[src/rtl/cpu_pkg.sv]
// Shared encodings for the Simple RISC Machine control path.
// States, opcode/op fields, ALU operation and write-back codes.
package cpu_pkg;

  typedef enum logic [2:0] {
    S_WAIT,
    S_DECODE,
    S_GET_A,
    S_GET_B,
    S_EXEC,
    S_WRITE_REG,
    S_WRITE_IMM
  } state_t;

  localparam logic [2:0] OPC_MOV = 3'b110;
  localparam logic [2:0] OPC_ALU = 3'b101;

  localparam logic [1:0] OP_MOV_IMM = 2'b10;
  localparam logic [1:0] OP_MOV_REG = 2'b00;
  localparam logic [1:0] OP_ADD     = 2'b00;
  localparam logic [1:0] OP_CMP     = 2'b01;
  localparam logic [1:0] OP_AND     = 2'b10;
  localparam logic [1:0] OP_MVN     = 2'b11;

  localparam logic [1:0] ALU_ADD = 2'b00;
  localparam logic [1:0] ALU_CMP = 2'b01;
  localparam logic [1:0] ALU_AND = 2'b10;
  localparam logic [1:0] ALU_MVN = 2'b11;

  localparam logic VSEL_C   = 1'b0;
  localparam logic VSEL_IMM = 1'b1;

endpackage

[src/rtl/instr_decoder.sv]
// Field extraction for a 16-bit instruction word.
// Purely combinational; sign-extends the 8-bit immediate.
module instr_decoder
  import cpu_pkg::*;
(
  input  logic [15:0] ir,
  output logic [2:0]  opcode,
  output logic [1:0]  op,
  output logic [2:0]  rn,
  output logic [2:0]  rd,
  output logic [2:0]  rm,
  output logic [1:0]  shift,
  output logic [15:0] sximm8
);

  // slice fixed instruction fields
  always_comb begin
    opcode = ir[15:13];
    op     = ir[12:11];
    rn     = ir[10:8];
    rd     = ir[7:5];
    shift  = ir[4:3];
    rm     = ir[2:0];
    sximm8 = {{8{ir[7]}}, ir[7:0]};
  end

endmodule

[src/rtl/rf_sequencer.sv]
// Multi-cycle control FSM and instruction register.
// Sequences register reads, ALU execute and write-back.
module rf_sequencer
  import cpu_pkg::*;
(
  input  logic        clk,
  input  logic        rst_n,
  input  logic        s,
  input  logic        load,
  input  logic [15:0] in,
  output logic        w,
  output logic [2:0]  readnum,
  output logic [2:0]  writenum,
  output logic        write,
  output logic        loada,
  output logic        loadb,
  output logic        loadc,
  output logic        loads,
  output logic        asel,
  output logic        bsel,
  output logic        vsel,
  output logic [1:0]  shift,
  output logic [1:0]  ALUop,
  output logic [15:0] sximm8
);

  state_t      state, state_n;
  logic [15:0] ir;
  logic [2:0]  opcode, rn, rd, rm;
  logic [1:0]  op, sh;
  logic [15:0] imm8;

  instr_decoder u_dec (
    .ir     (ir),
    .opcode (opcode),
    .op     (op),
    .rn     (rn),
    .rd     (rd),
    .rm     (rm),
    .shift  (sh),
    .sximm8 (imm8)
  );

  logic is_alu, is_mov_imm, is_mov_reg;
  logic is_add, is_cmp, is_and, is_mvn;

  assign is_alu     = (opcode == OPC_ALU);
  assign is_mov_imm = (opcode == OPC_MOV) && (op == OP_MOV_IMM);
  assign is_mov_reg = (opcode == OPC_MOV) && (op == OP_MOV_REG);
  assign is_add     = is_alu && (op == OP_ADD);
  assign is_cmp     = is_alu && (op == OP_CMP);
  assign is_and     = is_alu && (op == OP_AND);
  assign is_mvn     = is_alu && (op == OP_MVN);

  // state register
  always_ff @(posedge clk or negedge rst_n) begin
    if (!rst_n) state <= S_WAIT;
    else        state <= state_n;
  end

  // IR captures a new word only while idle
  always_ff @(posedge clk or negedge rst_n) begin
    if (!rst_n)                        ir <= '0;
    else if (load && state == S_WAIT)  ir <= in;
  end

  // next state and Moore outputs
  always_comb begin
    state_n  = state;
    w        = 1'b0;
    readnum  = '0;
    writenum = '0;
    write    = 1'b0;
    loada    = 1'b0;
    loadb    = 1'b0;
    loadc    = 1'b0;
    loads    = 1'b0;
    asel     = 1'b0;
    bsel     = 1'b0;
    vsel     = VSEL_C;
    ALUop    = ALU_ADD;
    shift    = sh;
    sximm8   = imm8;
    unique case (state)
      S_WAIT: begin
        w = 1'b1;
        if (s) state_n = S_DECODE;
      end
      S_DECODE: begin
        unique case (1'b1)
          is_mov_imm:                state_n = S_WRITE_IMM;
          is_mov_reg || is_mvn:      state_n = S_GET_B;
          is_add || is_and || is_cmp: state_n = S_GET_A;
          default:                   state_n = S_WAIT;
        endcase
      end
      S_GET_A: begin
        readnum = rn;
        loada   = 1'b1;
        state_n = S_GET_B;
      end
      S_GET_B: begin
        readnum = rm;
        loadb   = 1'b1;
        state_n = S_EXEC;
      end
      S_EXEC: begin
        asel = is_mov_reg || is_mvn;
        unique case (1'b1)
          is_cmp:  ALUop = ALU_CMP;
          is_and:  ALUop = ALU_AND;
          is_mvn:  ALUop = ALU_MVN;
          default: ALUop = ALU_ADD;
        endcase
        if (is_cmp) begin
          loads   = 1'b1;
          state_n = S_WAIT;
        end else begin
          loadc   = 1'b1;
          state_n = S_WRITE_REG;
        end
      end
      S_WRITE_REG: begin
        writenum = rd;
        vsel     = VSEL_C;
        write    = 1'b1;
        state_n  = S_WAIT;
      end
      S_WRITE_IMM: begin
        writenum = rn;
        vsel     = VSEL_IMM;
        write    = 1'b1;
        state_n  = S_WAIT;
      end
      default: state_n = S_WAIT;
    endcase
  end

endmodule
[config.mk]
export PLATFORM = sky130hd
export DESIGN_NAME = rf_sequencer
export DESIGN_NICKNAME = d
export VERILOG_FILES = /design/src/rtl/cpu_pkg.sv /design/src/rtl/instr_decoder.sv /design/src/rtl/rf_sequencer.sv
export SDC_FILE = /design/constraint.sdc
export NUM_CORES = 1
export LEC_CHECK = 0
export CAP_MARGIN = 20
export CORE_ASPECT_RATIO = 0.8
export CORE_MARGIN = 3
export CORE_UTILIZATION = 37
export DETAILED_ROUTE_END_ITERATION = 6
export PLACE_DENSITY = 0.79
export REMOVE_ABC_BUFFERS = 1
export SYNTH_ARGS = -nofsm -noshare
export SYNTH_HDL_FRONTEND = slang
export SYNTH_SLANG_ARGS = --single-unit
[constraint.sdc]
create_clock -name clk -period 3.8 [get_ports clk]
set_input_delay 1.14 -clock clk [delete_from_list [all_inputs] [get_ports clk]]
set_output_delay 1.14 -clock clk [all_outputs]
set_load 0.005 [all_outputs]
==> impl_metrics.json, run 1 <==
{
  "initial_core_util_pct": 40.0,
  "tns_ns": 0,
  "ios": 55,
  "num_rows": 17,
  "ys_seq_elements": 19,
  "async_flop_share_pct": 100,
  "hold_viol": 0,
  "drc_errors": 0,
  "first_global_vias": 842,
  "syn_area_sq_mm": 0.00114,
  "critical_path_required_ns": 2.66,
  "ys_seq_area_share_pct": 41.7,
  "synth_edf_count": 0,
  "detail_route.wl_per_cell_microns": 13.8,
  "yosys.area_share.simple_pct": 15.6,
  "cts_resized": 0,
  "antenna_found_initial": 0,
  "skew_ns": 0.00102,
  "clk_latency_ns": 0.25,
  "status": "finished, final reports clean",
  "synth_top_family_by_area": "buffers and inverters",
  "avgSynthCellArea_sq_um": 10.1,
  "synth_compound_area_share_pct": 10.6,
  "cts_buffers": 3,
  "crit_type": "reg -> out",
  "dieWidth_microns": 68.1,
  "fmax_mhz": 290,
  "slew_headroom_pct": 42.6,
  "drt-total-wl_microns": 2530,
  "setup_viol": 0,
  "grt_max_degree": 20,
  "core_area_sq_mm": 0.00285,
  "cts_root_buf": "clkbuf_8",
  "synthFlopType": "dfrtp_1",
  "cts_tree": "done",
  "vdd_drop_max_v": 0.000446,
  "r2r_cells": 3,
  "fin_nets": 166,
  "viasPerCell": 4.95,
  "hp-start": "ir[9]",
  "power_leakage_nw": 0.613,
  "first_pass_iters": 3,
  "powerDensity_mw_per_mm2": 757,
  "ant_nets": 0,
  "drive_above_1_share_pct": 15.2,
  "r2r_setup_slack_ns": 1.82,
  "r2r_start": "state[0]",
  "ys_warn_count": 0,
  "antenna_cells": 0,
  "grtUsageTotal_pct": 14.0,
  "hold_class": "reg -> reg",
  "cts_hold_buf": 0,
  "crit_fanout": 15,
  "path_clk_slew_ns": 0.07,
  "areaGrowthSynthToFinish_pct": 39.8,
  "clk_path_buf_depth": 2,
  "rsz0062_at_grt": "false",
  "postCtsSetupRepairBufs": 0,
  "htreeDepth": 1,
  "synth-xor-area-share_pct": 0,
  "post-route-util_pct": 55.9,
  "fin_crit_sh_pct": 90.6,
  "whs_endpoint": "ir[9]",
  "synthCells": 113,
  "arrival_ns": 2.30,
  "maxCapViolCount": 0,
  "grt-ovfl-total": 0,
  "dp_hpwl_microns": 2060,
  "layout_min_cycle_time_ns": 3.44,
  "min_path_cells": 1,
  "synth.distinct_cells": 27,
  "gp_congestion": 0.751,
  "vias": 905,
  "synth_adder_area_share_pct": 0,
  "r2r-end": "ir[0]",
  "grt_pass1_wl_microns": 4020,
  "critPathLaunchType": "flop",
  "p_total_mw": 1.21,
  "slew_viol_final": 0,
  "tightestPinTransition_ns": 0.858,
  "die_area_sq_mm": 0.00379,
  "muxShareOfSynthArea_pct": 15.8,
  "clock_sinks": 19,
  "port_buffers": 53,
  "drt_iter0_markers": 13,
  "die_h_microns": 55.6,
  "end_kind": "primary output"
}
==> report_power, final <==
| part | switching (mW) | internal [mW] | leakage, nW | total, mW |
|---|---|---|---|---|
| logic | 0.218 | 0.413 | 0.360 | 0.631 |
| clock network | 0.0629 | 0.0727 | 0.0255 | 0.136 |
| registers | 0.136 | 0.305 | 0.227 | 0.441 |
==> placed cells by master, fill, tap and decap left out, types with 2 or more instances in the layout <==
cell             instances
nor2_1                   9
clkdlybuf4s50_1         53
nor2b_1                  8
nor3_1                   2
a21oi_1                  5
nand4b_1                 2
a22oi_1                  4
and2_1                   2
dfrtp_1                 19
clkbuf_8                 3
or3b_2                   2
inv_1                    3
nand2b_1                 2
mux2_2                  16
a211o_1                  2
nand2_1                  2
==> how the worst max path moves through the flow <==
stage                  start       end  slack [ns]  depth (start not counted)
floorplan           state[2]  ALUop[1]        1.35                          2
global placement    state[2]  ALUop[1]        0.81                          3
detailed placement  state[2]  ALUop[1]        0.64                          3
CTS                 state[2]  ALUop[1]        0.36                          3
global route        state[2]  ALUop[1]        0.29                          3
finish              state[2]  ALUop[1]        0.36                          3
==> layer usage <==
metal / wire length [microns] / GRT usage (%)
met3: 243 / 5.86
met5: 0 / 0
met1: 1010 / 17.2
met2: 1220 / 21.7
met4: 57 / 4.82
==> registers in the layout, indices dropped and copies added, names as in the netlist <==
| name | flops |
|---|---|
| state | 3 |
| ir | 16 |
==> Yosys cell counts (3+ instances only) <==
library cell	number	area, sq um
buf_4	20	150
dfrtp_1	19	475
mux2_2	16	180
nor2_1	9	33.8
nor2b_1	8	50.1
a21oi_1	5	25.0
a22oi_1	4	30.0
clkbuf_1	4	15.0
inv_1	3	11.3
==> worst max-delay path, cell delays in order, from the launching register on <==
cell and delay, ns:
dfrtp_1 0.58, or3b_2 0.56, nor4_1 0.34, clkdlybuf4s50_1 0.57
==> cells by family (layout without fill, tap and decap cells) <==
| family | Yosys count | count (layout) |
|---|---|---|
| compound gates | 18 | 18 |
| other cells | 1 | 1 |
| mux | 16 | 16 |
| flops | 19 | 19 |
| buf+inv | 28 | 60 |
| simple gates | 31 | 31 |
==> per-stage QoR <==
stage	worst slack, ns	hold WS (ns)	area (sq um)	std cells
floorplan	1.35	0.473	970	88
global placement	0.809	0.488	1550	179
detailed placement	0.644	0.498	1550	179
CTS	0.360	0.514	1590	183
global route	0.292	0.535	1590	183
finish	0.357	0.509	1590	183
==> final cells by class <==
class	count	area, sq um
inverter	3	11.3
multi-input combinational	66	483
sequential	19	475
clock buffer	3	41.3
timing repair buffer	53	531
fill	252	1260
tap	38	47.5
clock inverter	1	5.00
(Power assumes the default switching activity.)
==> run 2, diff against run 1 <==
--- a/config.mk
+++ b/config.mk
@@ -8,9 +8,9 @@
 export CAP_MARGIN = 20
 export CORE_ASPECT_RATIO = 0.8
 export CORE_MARGIN = 3
-export CORE_UTILIZATION = 37
+export CORE_UTILIZATION = 36
 export DETAILED_ROUTE_END_ITERATION = 6
-export PLACE_DENSITY = 0.79
+export PLACE_DENSITY = 0.8
 export REMOVE_ABC_BUFFERS = 1
 export SYNTH_ARGS = -nofsm -noshare
 export SYNTH_HDL_FRONTEND = slang
==> constraint.sdc (replaced) <==
create_clock -name clk -period 2.82 [get_ports clk]
set_input_delay 0.846 -clock clk [delete_from_list [all_inputs] [get_ports clk]]
set_output_delay 0.846 -clock clk [all_outputs]
set_load 0.005 [all_outputs]
==> run 2 against run 1 <==
  * Final area increased by 3.5%
  * Sequential power increased by 22%
  * Clock-buffer cell count unchanged
  * Sequential cell count unchanged
  * Largest power group unchanged
  * Utilization increased by 1.1 points
  * Setup slack got worse by 0.22 ns
  * Power increased by 42%
  * Hold slack improved by 0.0044 ns
  * Clock power increased by 36%
  * Routed wire length increased by 12%
  * Register-to-register slack got worse by 0.76 ns
  * Critical endpoint is now writenum[1]
==> impl_metrics.json, run 2 (same netlist as run 1, synthesis figures left out) <==
{
  "status": "finished, final reports clean",
  "crit_fanout": 13,
  "num-fill-cells": 261,
  "die_area_sq_mm": 0.00388,
  "final.setup.worst_slack_ns": 0.134,
  "p_total_mw": 1.72,
  "grt_max_degree": 20,
  "largest_register_ffs": 16,
  "first_global_vias": 1008,
  "areaGrowthSynthToFinish_pct": 44.7,
  "intPower_mw": 1.11,
  "p_clk_share_pct": 10.8,
  "cts_buffers": 3,
  "stdcell_area_sq_mm": 0.00165,
  "layout_common_cells": "52 x clkdlybuf4s50_1, 19 x dfrtp_1, 16 x mux2_2",
  "critPathLaunchType": "flop",
  "multi_input_comb_area_sq_um": 494,
  "crit_path_end": "writenum[1]",
  "top_register": "ir",
  "powerDensity_mw_per_mm2": 1040,
  "swShare_pct": 35.1,
  "fin_nets": 172,
  "initial_core_util_pct": 39.4,
  "final-seq-area_sq_um": 475,
  "dp_hpwl_microns": 2080,
  "die_h_microns": 56.3,
  "skew_ns": 0.000462,
  "maxCapViolCount": 0,
  "arrival_ns": 1.84,
  "cts_hold_buf": 0,
  "r2r_start": "state[1]",
  "dpl_cell_area_sq_mm": 0.00159,
  "ios": 55,
  "r2r_cells": 5,
  "vias": 941,
  "gp_congestion": 0.789,
  "dp_slack_ns": 0.227,
  "drc_errors": 0,
  "hold_viol": 0,
  "port_buffers": 53,
  "ant_nets": 0,
  "antenna_found_initial": 0,
  "dieWidth_microns": 68.9,
  "clock_sinks": 19,
  "drt-total-wl_microns": 2840,
  "clk_latency_ns": 0.25,
  "r2r_setup_slack_ns": 1.06,
  "num_rows": 17,
  "critical_path_required_ns": 1.97,
  "viasPerCell": 4.98,
  "cts_tree": "done",
  "htreeDepth": 1,
  "antenna_cells": 0,
  "power_leakage_nw": 0.651,
  "setup_viol": 0,
  "p_switching_mw": 0.604,
  "hold_class": "reg -> reg",
  "drive_above_1_share_pct": 19.9,
  "clk_path_buf_depth": 2,
  "cts_root_buf": "clkbuf_8",
  "detail_route.wl_per_cell_microns": 15.0,
  "grt-ovfl-total": 0,
  "layout_min_cycle_time_ns": 2.69,
  "p_comb_share_pct": 58.0,
  "p_seq_share_pct": 31.3,
  "first_pass_iters": 5,
  "grtUsageTotal_pct": 15.8,
  "fin_crit_sh_pct": 95.2,
  "fmax_mhz": 372,
  "final_common_cell": "clkdlybuf4s50_1",
  "postCtsSetupRepairBufs": 0,
  "r2r-end": "ir[13]",
  "drt_iter0_markers": 47,
  "path_clk_slew_ns": 0.07,
  "slew_viol_final": 0,
  "end_kind": "primary output",
  "vdd_drop_max_v": 0.000557,
  "tns_ns": 0,
  "crit_type": "reg -> out",
  "core_area_sq_mm": 0.00289,
  "top_regs": "ir x16, state x3",
  "grt_pass1_wl_microns": 4670,
  "cp-startpoint": "state[0]"
}
## run 2: critical path, stage by stage, from the launching register on
cell and delay (ns):
dfrtp_1 0.36, buf_4 0.19, nor2b_2 0.25, a22oi_1 0.12, nor2b_1 0.15, clkdlybuf4s50_1 0.52
## run 2: area by class of cell
type | count | share of cell area [%]
clock inverters | 1 | 0.303
multi-input cells | 66 | 30.0
clock buffers | 3 | 2.50
inverters | 3 | 0.683
repair buffers | 59 | 34.8
flip-flops and latches | 19 | 28.8
well taps | 38 | 2.88
## run 2: per-stage QoR
step,util (%),instances,hold slack (ns)
floorplan,-,88,0.473
global placement,55.1,185,0.487
detailed placement,55.1,185,0.494
CTS,56.8,189,0.514
global route,57.0,189,0.536
finish,57.0,189,0.514
## run 2: what timing repair did
| item | CTS | global route |
|---|---|---|
| gates resized for setup | 2 | 2 |
| setup endpoints to repair | 2 | 5 |
| gates cloned | 0 | 0 |
## run 2: how the worst min path moves through the flow
stage            from     end  slack, ns  cells after the start
6_report        ir[8]   ir[8]       0.51                      1
5_1_grt         ir[9]   ir[9]       0.54                      1
4_1_cts         ir[8]   ir[8]       0.51                      1
3_5_place_dp    ir[8]   ir[8]       0.49                      1
3_3_place_gp    ir[8]   ir[8]       0.49                      1
2_1_floorplan  ir[10]  ir[10]       0.47                      1
## run 2: metal layers
layer	routed length, microns	global-route usage [%]	up-vias	share of wire [%]
li1	-	-	448	-
met1	1150	19.6	446	40
met2	1370	25.3	45	48
met3	315	5.60	2	11
met4	10	5.00	0	0.35
met5	0	0	-	0
## run 2: power groups by stage
stage	Clock (mW)	Sequential, mW	Combinational, mW
2_1_floorplan	0	0.572	0.399
3_3_place_gp	0	0.521	0.959
3_5_place_dp	0	0.539	0.980
4_1_cts	0.192	0.538	0.993
5_1_grt	0.206	0.559	1.09
6_report	0.185	0.537	0.996
==> run 3, diff against run 2 <==
--- a/config.mk
+++ b/config.mk
@@ -6,7 +6,7 @@
 export NUM_CORES = 1
 export LEC_CHECK = 0
 export CAP_MARGIN = 20
-export CORE_ASPECT_RATIO = 0.8
+export CORE_ASPECT_RATIO = 1.1
 export CORE_MARGIN = 3
 export CORE_UTILIZATION = 36
 export DETAILED_ROUTE_END_ITERATION = 6
==> run 3 against run 2 <==
  * Global-route usage decreased by 1.3 points
  * Non-clock buffer count decreased by 2
  * First-iteration DRC count decreased by 51%
  * Clock power decreased by 27%
  * Via count decreased by 2.9%
==> impl_metrics.json, run 3 (same netlist as run 1, synthesis figures left out) <==
{
  "critical_path_required_ns": 1.97,
  "dp_hpwl_microns": 1920,
  "multi_input_comb_area_sq_um": 503,
  "fmax_mhz": 368,
  "grt-ovfl-total": 0,
  "fin_nets": 170,
  "stdcell_area_sq_mm": 0.00162,
  "first_pass_iters": 4,
  "p_comb_share_pct": 58.9,
  "final.setup.worst_slack_ns": 0.105,
  "detail_route.wl_per_cell_microns": 14.0,
  "top_regs": "ir x16, state x3",
  "slew_headroom_pct": 45.1,
  "p_seq_share_pct": 32.9,
  "maxCapViolCount": 0,
  "whs_endpoint": "ir[10]",
  "p_total_mw": 1.64,
  "htreeDepth": 1,
  "viasPerCell": 5.02,
  "layout_common_cells": "51 x clkdlybuf4s50_1, 18 x dfrtp_1, 16 x mux2_2",
  "cts_root_buf": "clkbuf_4",
  "crit_slowest_cell": "or4b_1",
  "tns_ns": 0,
  "cts_buffers": 3,
  "critical_path.top_delay_family": "simple AND/OR/NAND/NOR gates",
  "grt_pass1_wl_microns": 4300,
  "port_buffers": 53,
  "min_path_cells": 1,
  "drc_errors": 0,
  "r2r_setup_slack_ns": 1.13,
  "final-seq-area_sq_um": 477,
  "clk_latency_ns": 0.29,
  "drt-total-wl_microns": 2540,
  "areaGrowthSynthToFinish_pct": 42.2,
  "drive_above_1_share_pct": 18.8,
  "clock_sinks": 19,
  "r2r_start": "state[1]",
  "core_area_sq_mm": 0.00290,
  "postCtsSetupRepairBufs": 0,
  "vdd_drop_max_v": 0.000608,
  "layout_min_cycle_time_ns": 2.71,
  "p_clk_share_pct": 8.2,
  "grtUsageTotal_pct": 14.5,
  "num-fill-cells": 247,
  "arrival_ns": 1.87,
  "path_cells": "or4b_1 -> a211oi_1 -> dlygate4sd2_1",
  "swShare_pct": 35.4,
  "r2r_cells": 5,
  "crit_type": "reg -> out",
  "end_kind": "primary output",
  "die_h_microns": 65.0,
  "max_stage_delay_ns": 0.57,
  "grt_max_degree": 20,
  "antenna_cells": 0,
  "first_global_vias": 914,
  "cts_tree": "done",
  "cts_hold_buf": 0,
  "hold_viol": 0,
  "r2r-end": "ir[7]",
  "ant_nets": 0,
  "final_common_cell": "clkdlybuf4s50_1",
  "intPower_mw": 1.06,
  "fin_crit_sh_pct": 96.3,
  "die_area_sq_mm": 0.00388,
  "dp_slack_ns": 0.130,
  "post-route-util_pct": 55.8,
  "setup_viol": 0,
  "status": "finished, final reports clean",
  "drt_iter0_markers": 23,
  "power_leakage_nw": 0.652,
  "critPathLaunchType": "flop",
  "initial_core_util_pct": 39.3,
  "antenna_found_initial": 0,
  "gp_congestion": 0.909,
  "vias": 914,
  "tightestPinTransition_ns": 0.821,
  "path_clk_slew_ns": 0.10,
  "clk_path_buf_depth": 2,
  "top_register": "ir",
  "skew_ns": 0.00323,
  "cp.buffers_inverters": 1,
  "hp-start": "ir[10]",
  "p_switching_mw": 0.583,
  "hold_class": "reg -> reg",
  "num_rows": 20,
  "ios": 55,
  "powerDensity_mw_per_mm2": 1010,
  "rsz0062_at_grt": "false",
  "largest_register_ffs": 16,
  "crit_fanout": 8,
  "dpl_cell_area_sq_mm": 0.00157,
  "slew_viol_final": 0,
  "dieWidth_microns": 59.7
}
run 3: repair_timing:
item | 4_1_cts | 5_1_grt
resized for setup | 5 | 2
cloned | 0 | 0
endpoints found under the setup margin | 2 | 4
run 3: through the flow:
step | instances | hold slack [ns]
after detailed placement | 178 | 0.496
after floorplan | 88 | 0.473
final | 182 | 0.520
after global routing | 182 | 0.539
after CTS | 182 | 0.521
after global placement | 178 | 0.487
run 3: per-layer routing:
layer | vias to the layer above | track usage (%) | wire length, microns
met2 | 44 | 24.2 | 1230
met1 | 422 | 18.5 | 1090
li1 | 446 | - | -
met3 | 2 | 1.59 | 193
met5 | - | 0 | 0
met4 | 0 | 6.65 | 27
run 3: area by class of cell:
| type | count | area share, % |
|---|---|---|
| repair buffers | 57 | 34.7 |
| flip-flops and latches | 19 | 29.4 |
| multi-input cells | 66 | 31.0 |
| inverters | 3 | 0.695 |
| clock buffers | 4 | 1.62 |
| well taps | 33 | 2.55 |
run 3: worst max-delay path by stage:
| stage | start | to | slack [ns] | cells past startpoint |
|---|---|---|---|---|
| finish | ir[12] | asel | 0.11 | 3 |
| global route | state[0] | writenum[0] | 0.007 | 5 |
| CTS | state[0] | writenum[0] | 0.04 | 5 |
| detailed placement | ir[12] | asel | 0.13 | 3 |
| global placement | ir[12] | asel | 0.22 | 3 |
| floorplan | state[2] | ALUop[1] | 0.67 | 2 |
run 3: worst register-to-register path: stages (launching register included):
cell and delay (ns):
dfrtp_1 0.40, buf_4 0.18, nor3_1 0.23, and2_1 0.16, buf_4 0.24, mux2_2 0.37
run 3: power groups by stage:
stage | clock, mW | sequential [mW] | combinational (mW)
3_3_place_gp | 0 | 0.532 | 0.931
6_report | 0.135 | 0.541 | 0.969
4_1_cts | 0.143 | 0.541 | 0.970
3_5_place_dp | 0 | 0.545 | 0.948
2_1_floorplan | 0 | 0.572 | 0.399
5_1_grt | 0.156 | 0.572 | 1.06
